===== src/rtl/apb_arb_pkg.sv =====
// apb_arb_pkg: shared types and widths for the APB bridge arbiter
package apb_arb_pkg;
  localparam int ADDR_W = 8;
  localparam int DATA_W = 8;
  typedef enum logic [1:0] {IDLE, SETUP, ACCESS} arb_state_t;
  typedef logic req_id_t;
endpackage


===== src/rtl/apb_bridge_arbiter_if.sv =====
// apb_bridge_arbiter_if: requester command/response and APB master signals
interface apb_bridge_arbiter_if;
  import apb_arb_pkg::*;
  logic              req0_valid, req0_write, req0_ready, req0_done, req0_err;
  logic [ADDR_W-1:0] req0_addr;
  logic [DATA_W-1:0] req0_wdata, req0_rdata;
  logic              req1_valid, req1_write, req1_ready, req1_done, req1_err;
  logic [ADDR_W-1:0] req1_addr;
  logic [DATA_W-1:0] req1_wdata, req1_rdata;
  logic              PSELx, PENABLE, PWRITE, PREADY;
  logic [ADDR_W-1:0] PADDR;
  logic [DATA_W-1:0] PWDATA, PRDATA;
  logic              busy;
  req_id_t           grant_id;
  modport master (
    input  req0_valid, req0_write, req0_addr, req0_wdata,
    input  req1_valid, req1_write, req1_addr, req1_wdata,
    output req0_ready, req0_done, req0_err, req0_rdata,
    output req1_ready, req1_done, req1_err, req1_rdata,
    output PSELx, PENABLE, PWRITE, PADDR, PWDATA,
    input  PREADY, PRDATA,
    output busy, grant_id
  );
  modport slave (
    output req0_valid, req0_write, req0_addr, req0_wdata,
    output req1_valid, req1_write, req1_addr, req1_wdata,
    input  req0_ready, req0_done, req0_err, req0_rdata,
    input  req1_ready, req1_done, req1_err, req1_rdata,
    input  PSELx, PENABLE, PWRITE, PADDR, PWDATA,
    output PREADY, PRDATA,
    input  busy, grant_id
  );
endinterface


===== src/rtl/rr_arb2.sv =====
// rr_arb2: two-input round-robin grant; on a tie the requester not granted last wins
module rr_arb2
  import apb_arb_pkg::*;
(
  input  logic [1:0] valid,
  input  req_id_t    last,
  output logic       gnt_valid,
  output req_id_t    gnt
);
  assign gnt_valid = |valid;
  assign gnt       = &valid ? ~last : valid[1];
endmodule


===== src/rtl/apb_bridge_arbiter.sv =====
// apb_bridge_arbiter: round-robin sharing of one APB master port between two requesters
module apb_bridge_arbiter
  import apb_arb_pkg::*;
#(
  parameter int TIMEOUT_CYCLES = 255
) (
  input logic                  PCLK,
  input logic                  PRESETn,
  apb_bridge_arbiter_if.master bus
);
  localparam int CW = TIMEOUT_CYCLES > 0 ? $clog2(TIMEOUT_CYCLES + 1) : 1;
  localparam logic [CW-1:0] TMAX = CW'(TIMEOUT_CYCLES);

  arb_state_t                   state_q, state_d;
  logic [CW-1:0]                cnt_q, cnt_d;
  req_id_t                      last_q, last_d, gid_q, gid_d;
  logic                         psel_q, psel_d, pen_q, pen_d, pwrite_q, pwrite_d;
  logic [ADDR_W-1:0]            paddr_q, paddr_d;
  logic [DATA_W-1:0]            pwdata_q, pwdata_d;
  logic [1:0]                   done_q, done_d, err_q, err_d;
  logic [1:0][DATA_W-1:0]       rdata_q, rdata_d;
  logic [1:0]                   elig;
  logic                         gnt_valid;
  req_id_t                      gnt;

  // a requester whose done is showing this cycle sits out so it cannot be re-accepted at once
  assign elig = {bus.req1_valid, bus.req0_valid} & ~done_q & {2{PRESETn && state_q == IDLE}};

  rr_arb2 u_rr (.valid(elig), .last(last_q), .gnt_valid(gnt_valid), .gnt(gnt));

  assign bus.req0_ready = gnt_valid & ~gnt;
  assign bus.req1_ready = gnt_valid & gnt;
  assign bus.req0_done  = done_q[0];
  assign bus.req1_done  = done_q[1];
  assign bus.req0_err   = err_q[0];
  assign bus.req1_err   = err_q[1];
  assign bus.req0_rdata = rdata_q[0];
  assign bus.req1_rdata = rdata_q[1];
  assign bus.PSELx      = psel_q;
  assign bus.PENABLE    = pen_q;
  assign bus.PWRITE     = pwrite_q;
  assign bus.PADDR      = paddr_q;
  assign bus.PWDATA     = pwdata_q;
  assign bus.busy       = state_q != IDLE;
  assign bus.grant_id   = gid_q;

  // next-state: accept and latch a command, walk SETUP/ACCESS, finish on PREADY or timeout
  always_comb begin
    state_d  = state_q;
    cnt_d    = cnt_q;
    last_d   = last_q;
    gid_d    = gid_q;
    pwrite_d = pwrite_q;
    paddr_d  = paddr_q;
    pwdata_d = pwdata_q;
    done_d   = '0;
    err_d    = err_q;
    rdata_d  = rdata_q;
    unique case (state_q)
      IDLE: if (gnt_valid) begin
        state_d  = SETUP;
        cnt_d    = '0;
        last_d   = gnt;
        gid_d    = gnt;
        pwrite_d = gnt ? bus.req1_write : bus.req0_write;
        paddr_d  = gnt ? bus.req1_addr  : bus.req0_addr;
        pwdata_d = gnt ? bus.req1_wdata : bus.req0_wdata;
      end
      SETUP: state_d = ACCESS;
      ACCESS: if (bus.PREADY) begin
        state_d        = IDLE;
        done_d[gid_q]  = 1'b1;
        err_d[gid_q]   = 1'b0;
        rdata_d[gid_q] = pwrite_q ? '0 : bus.PRDATA;
      end else if (TIMEOUT_CYCLES != 0 && cnt_q == TMAX) begin
        state_d        = IDLE;
        done_d[gid_q]  = 1'b1;
        err_d[gid_q]   = 1'b1;
        rdata_d[gid_q] = '0;
      end else begin
        cnt_d = cnt_q + CW'(1);
      end
      default: state_d = IDLE;
    endcase
    psel_d = state_d != IDLE;
    pen_d  = state_d == ACCESS;
  end

  // state and registered outputs; reset abandons any transfer in flight
  always_ff @(posedge PCLK) begin
    if (!PRESETn) begin
      state_q  <= IDLE;
      cnt_q    <= '0;
      last_q   <= 1'b1;
      gid_q    <= 1'b0;
      psel_q   <= 1'b0;
      pen_q    <= 1'b0;
      pwrite_q <= 1'b0;
      paddr_q  <= '0;
      pwdata_q <= '0;
      done_q   <= '0;
      err_q    <= '0;
      rdata_q  <= '0;
    end else begin
      state_q  <= state_d;
      cnt_q    <= cnt_d;
      last_q   <= last_d;
      gid_q    <= gid_d;
      psel_q   <= psel_d;
      pen_q    <= pen_d;
      pwrite_q <= pwrite_d;
      paddr_q  <= paddr_d;
      pwdata_q <= pwdata_d;
      done_q   <= done_d;
      err_q    <= err_d;
      rdata_q  <= rdata_d;
    end
  end
endmodule


===== src/flat_wrapper.sv =====
// flat-port wrapper written by rule: the top's interface ports become plain ports
module apb_bridge_arbiter_flat import apb_arb_pkg::*;
#(
  parameter int TIMEOUT_CYCLES = 255
)
  (PCLK, PRESETn, bus_req0_valid, bus_req0_write, bus_req0_addr, bus_req0_wdata, bus_req1_valid, bus_req1_write, bus_req1_addr, bus_req1_wdata, bus_req0_ready, bus_req0_done, bus_req0_err, bus_req0_rdata, bus_req1_ready, bus_req1_done, bus_req1_err, bus_req1_rdata, bus_PSELx, bus_PENABLE, bus_PWRITE, bus_PADDR, bus_PWDATA, bus_PREADY, bus_PRDATA, bus_busy, bus_grant_id);
  apb_bridge_arbiter_if bus_i ();
  input logic PCLK;
  input logic PRESETn;
  input wire logic [$bits(bus_i.req0_valid)-1:0] bus_req0_valid;
  input wire logic [$bits(bus_i.req0_write)-1:0] bus_req0_write;
  input wire logic [$bits(bus_i.req0_addr)-1:0] bus_req0_addr;
  input wire logic [$bits(bus_i.req0_wdata)-1:0] bus_req0_wdata;
  input wire logic [$bits(bus_i.req1_valid)-1:0] bus_req1_valid;
  input wire logic [$bits(bus_i.req1_write)-1:0] bus_req1_write;
  input wire logic [$bits(bus_i.req1_addr)-1:0] bus_req1_addr;
  input wire logic [$bits(bus_i.req1_wdata)-1:0] bus_req1_wdata;
  output wire logic [$bits(bus_i.req0_ready)-1:0] bus_req0_ready;
  output wire logic [$bits(bus_i.req0_done)-1:0] bus_req0_done;
  output wire logic [$bits(bus_i.req0_err)-1:0] bus_req0_err;
  output wire logic [$bits(bus_i.req0_rdata)-1:0] bus_req0_rdata;
  output wire logic [$bits(bus_i.req1_ready)-1:0] bus_req1_ready;
  output wire logic [$bits(bus_i.req1_done)-1:0] bus_req1_done;
  output wire logic [$bits(bus_i.req1_err)-1:0] bus_req1_err;
  output wire logic [$bits(bus_i.req1_rdata)-1:0] bus_req1_rdata;
  output wire logic [$bits(bus_i.PSELx)-1:0] bus_PSELx;
  output wire logic [$bits(bus_i.PENABLE)-1:0] bus_PENABLE;
  output wire logic [$bits(bus_i.PWRITE)-1:0] bus_PWRITE;
  output wire logic [$bits(bus_i.PADDR)-1:0] bus_PADDR;
  output wire logic [$bits(bus_i.PWDATA)-1:0] bus_PWDATA;
  input wire logic [$bits(bus_i.PREADY)-1:0] bus_PREADY;
  input wire logic [$bits(bus_i.PRDATA)-1:0] bus_PRDATA;
  output wire logic [$bits(bus_i.busy)-1:0] bus_busy;
  output wire logic [$bits(bus_i.grant_id)-1:0] bus_grant_id;
  assign bus_i.req0_valid = bus_req0_valid;
  assign bus_i.req0_write = bus_req0_write;
  assign bus_i.req0_addr = bus_req0_addr;
  assign bus_i.req0_wdata = bus_req0_wdata;
  assign bus_i.req1_valid = bus_req1_valid;
  assign bus_i.req1_write = bus_req1_write;
  assign bus_i.req1_addr = bus_req1_addr;
  assign bus_i.req1_wdata = bus_req1_wdata;
  assign bus_req0_ready = bus_i.req0_ready;
  assign bus_req0_done = bus_i.req0_done;
  assign bus_req0_err = bus_i.req0_err;
  assign bus_req0_rdata = bus_i.req0_rdata;
  assign bus_req1_ready = bus_i.req1_ready;
  assign bus_req1_done = bus_i.req1_done;
  assign bus_req1_err = bus_i.req1_err;
  assign bus_req1_rdata = bus_i.req1_rdata;
  assign bus_PSELx = bus_i.PSELx;
  assign bus_PENABLE = bus_i.PENABLE;
  assign bus_PWRITE = bus_i.PWRITE;
  assign bus_PADDR = bus_i.PADDR;
  assign bus_PWDATA = bus_i.PWDATA;
  assign bus_i.PREADY = bus_PREADY;
  assign bus_i.PRDATA = bus_PRDATA;
  assign bus_busy = bus_i.busy;
  assign bus_grant_id = bus_i.grant_id;
  apb_bridge_arbiter #(.TIMEOUT_CYCLES(TIMEOUT_CYCLES)) u_core (.PCLK(PCLK), .PRESETn(PRESETn), .bus(bus_i));
endmodule

===== config.mk =====
export PLATFORM = sky130hd
export DESIGN_NAME = apb_bridge_arbiter_flat
export DESIGN_NICKNAME = d
export VERILOG_FILES = /design/src/rtl/apb_arb_pkg.sv /design/src/rtl/apb_bridge_arbiter_if.sv /design/src/rtl/rr_arb2.sv /design/src/rtl/apb_bridge_arbiter.sv /design/src/flat_wrapper.sv
export SDC_FILE = /design/constraint.sdc
export NUM_CORES = 1
export LEC_CHECK = 0
export BUFFER_PORTS_ARGS = -buffer_cell sky130_fd_sc_hd__buf_2
export CORE_MARGIN = 1.5
export CORE_UTILIZATION = 50
export DETAILED_ROUTE_END_ITERATION = 8
export PLACE_DENSITY = 0.81
export REMOVE_ABC_BUFFERS = 1
export SLEW_MARGIN = 20
export SYNTH_ARGS = -nofsm -noshare
export SYNTH_HDL_FRONTEND = slang
export SYNTH_SLANG_ARGS = --single-unit

===== constraint.sdc =====
create_clock -name PCLK -period 4.1 [get_ports PCLK]
set_input_delay 0.205 -clock PCLK [delete_from_list [all_inputs] [get_ports PCLK]]
set_output_delay 0.205 -clock PCLK [all_outputs]
set_load 0.005 [all_outputs]

==> run summary <==
H-tree depth: 2
CTS clk-pin slew, worst paths: 0.09 ns
1st-pass router iterations: 4
max-cap viol count: 0
Cell Area, Synth: 2098 um2
post-route setup TNS: 0 ns
Post-CTS Setup Bufs: 0
DR iter-0 viols: 106
clk buf depth: 2
Area contributors post-synth: dfxtp_1 49%, a32o_1 7.6%, nand2_1 5.0%
largest net degree at the start of global routing: 35
die area: 4594 um2
CTS hold repair buffers: 0
starting density of the core: 0.5208
number of CTS-inserted buffers: 5
Die Wd: 67.78 um
final hold vios: 0
Sw Ratio: 0.2364
Non-Filler Instances: 348
Relative slew margins: 0.4747
LEAKAGE: 0.001182 uW
WP data arrival: 1.90 ns
final core utilization: 0.6665
filler cell count in the final layout: 333
final WL: 4842 um
Cells after Synth: 213
grt total ovfl: 0
post-route clock period utilization: 0.5139
placed insts: 340
VDD IR max: 0.2680 mV
final setup fails: 0
post-route minimum period: 2.107 ns
Most used DFF post-synth: dfxtp_1
CP startpoint kind: flop
GR peak layer: met2
Fmax: 474.6 MHz
Crit. End Element: output pin
number of flops mapped to enable cells by yosys: 0
Power, Total: 1080 uW
switching pwr: 255.4 uW
most common cell in the synthesized netlist: dfxtp_1
Worst Tran Pin Value: 0.7863 ns
register area share after synthesis: 0.4866
residual DRC count: 0
all-layer global routing usage: 0.2277
CP Data Required Time: 3.89 ns
clk_skew: 0.009185 ns
Logic pwr share: 0.126
drt wl/cell: 13.91 um
GR Layer Usage met3: 0.06667
Clock Latency Late Sink: 0.30 ns
initial antenna violation count: 0
Sink Count: 51
share of the synthesized area in the top cell type: 0.4866
ANT cells: 0
register-to-register setup slack: 2.23 ns
Clk pwr share: 0.379
Avg Cell Area, Syn: 9.851 um2
vias in the first global route: 1761
Pint: 824.9 uW
Final Net Count: 345
vias post-DR: 1949
Yosys top cell by area: dfxtp_1
post-CTS sizing: 0
Power Density: 402.4 nW/um2
first-pass GRT wire length: 7838 um
CORE AREA: 4029 um2
share of post-route cells with drive strength above 1: 0.3557
M2 GR Usage: 0.3922
Hold Crit Class: in -> reg
CTS tree: built
Post-synth ARST share: 0
Row Count: 23
Flop pwr share: 0.495
Post-DRT Antenna Nets: 0
Yosys warning total: 0
count of different cell masters after synthesis: 48
CP Class: reg -> out
hpwl dp: 3423 um
most frequent cells after synthesis: 51 x dfxtp_1, 28 x nand2_1, 16 x a32o_1
Final Slew Violations: 0
area delta synth->final: 27.97%
DR vias/cell: 5.601
M1 GR Usage: 0.2710
clk root buf: clkbuf_8
FF+latch count, synth: 51
outcome: finished clean
io pins: 90
CP max FO: 9
# port buffers: 89
RSZ-0062 raised after global routing: no
die height: 67.78 um
Routability Congestion: 0.7903
[per-layer routing]
metal  share of wire  vias up
met2            0.48       68
met5               0        -
met3           0.067        2
met4          0.0078        0
li1                -      971
met1            0.44      908
[layout by cell type (no fill, tap or decap), types with 2 or more instances in the layout]
| cell | synthesis | routed |
|---|---|---|
| xnor2_1 | 4 | 4 |
| a21boi_1 | 2 | 2 |
| a21o_1 | 2 | 2 |
| nor3_1 | 2 | 2 |
| a21boi_0 | 4 | 4 |
| inv_1 | 2 | 2 |
| a32o_1 | 16 | 16 |
| a21oi_1 | 2 | 2 |
| a31oi_1 | 9 | 9 |
| nor2b_1 | 12 | 11 |
| o211ai_1 | 2 | 2 |
| bufinv_16 | 0 | 2 |
| nand3_1 | 3 | 3 |
| clkbuf_8 | 0 | 5 |
| nor2_1 | 9 | 9 |
| o21ai_0 | 12 | 12 |
| dfxtp_1 | 51 | 51 |
| nand2b_1 | 2 | 2 |
| buf_2 | 3 | 89 |
| and2_1 | 5 | 5 |
| nand4_1 | 3 | 3 |
| a222oi_1 | 8 | 8 |
| nand2_1 | 28 | 28 |
[state kept, by name, summed over array words and instances, names as in the netlist, named ones only]
name and cells:
u_core.cnt_q 8, u_core.bus.req1_rdata 8, u_core.state_q 2, u_core.bus.PSELx 1, u_core.bus.grant_id 1, u_core.bus.PENABLE 1
u_core.done_q 2, u_core.bus.PWRITE 1, u_core.last_q 1, u_core.bus.PWDATA 8, u_core.bus.req0_rdata 8, u_core.bus.PADDR 8
[power by group through the flow]
stage	Sequential [uW]	Clock, uW	Combinational (uW)
floorplan	546	0	70.2
global placement	546	0	134
detailed placement	546	0	136
CTS	535	418	137
global route	538	434	152
finish	535	409	136
[worst max-delay path, stage by stage, from the launching register on]
cell and delay [ns]:
dfxtp_1 0.33, nor2b_1 0.62, o2111a_1 0.49, buf_2 0.18
[final cells by class]
class | count | area [um2] | area share
Timing Repair Buffer | 89 | 445.4 | 0.1659
Multi-Input combinational cell | 147 | 1008 | 0.3756
Clock buffer | 5 | 68.82 | 0.02563
Tap cell | 50 | 62.56 | 0.02330
Clock inverter | 3 | 67.56 | 0.02516
Inverter | 3 | 11.26 | 0.004194
Sequential cell | 51 | 1021 | 0.3802
[per-stage QoR]
step / hold slack, ns / instance area [um2] / setup WS [ns]
4_1_cts: 0.1403 / 2683 / 1.978
2_1_floorplan: 0.2963 / 2038 / 2.531
3_3_place_gp: 0.4412 / 2546 / 2.194
6_report: 0.1502 / 2685 / 1.993
3_5_place_dp: 0.4482 / 2546 / 2.116
5_1_grt: 0.1436 / 2685 / 1.823
[kinds of logic after synthesis]
family | after synthesis | synth area share
AND/OR/NAND/NOR | 74 | 0.1884
flip-flops | 51 | 0.4866
adder cells (fa/ha/maj) | 1 | 0.005962
buffers and inverters | 15 | 0.03399
AO/OA/AOI/OAI | 67 | 0.2642
XOR/XNOR | 5 | 0.02087
[path summary, 6_finish.rpt]
check | startpoint | endpoint | cells past startpoint
worst max-delay path | u_core.done_q[0] | bus_req0_ready | 3
worst min-delay path | bus_PRDATA[3] | u_core.bus.req0_rdata[3] | 2
worst max register to register | u_core.state_q[0] | u_core.bus.PADDR[7] | 5
worst min register to register | u_core.bus.req0_rdata[3] | u_core.bus.req0_rdata[3] | 1
(Power assumes the default switching activity.)
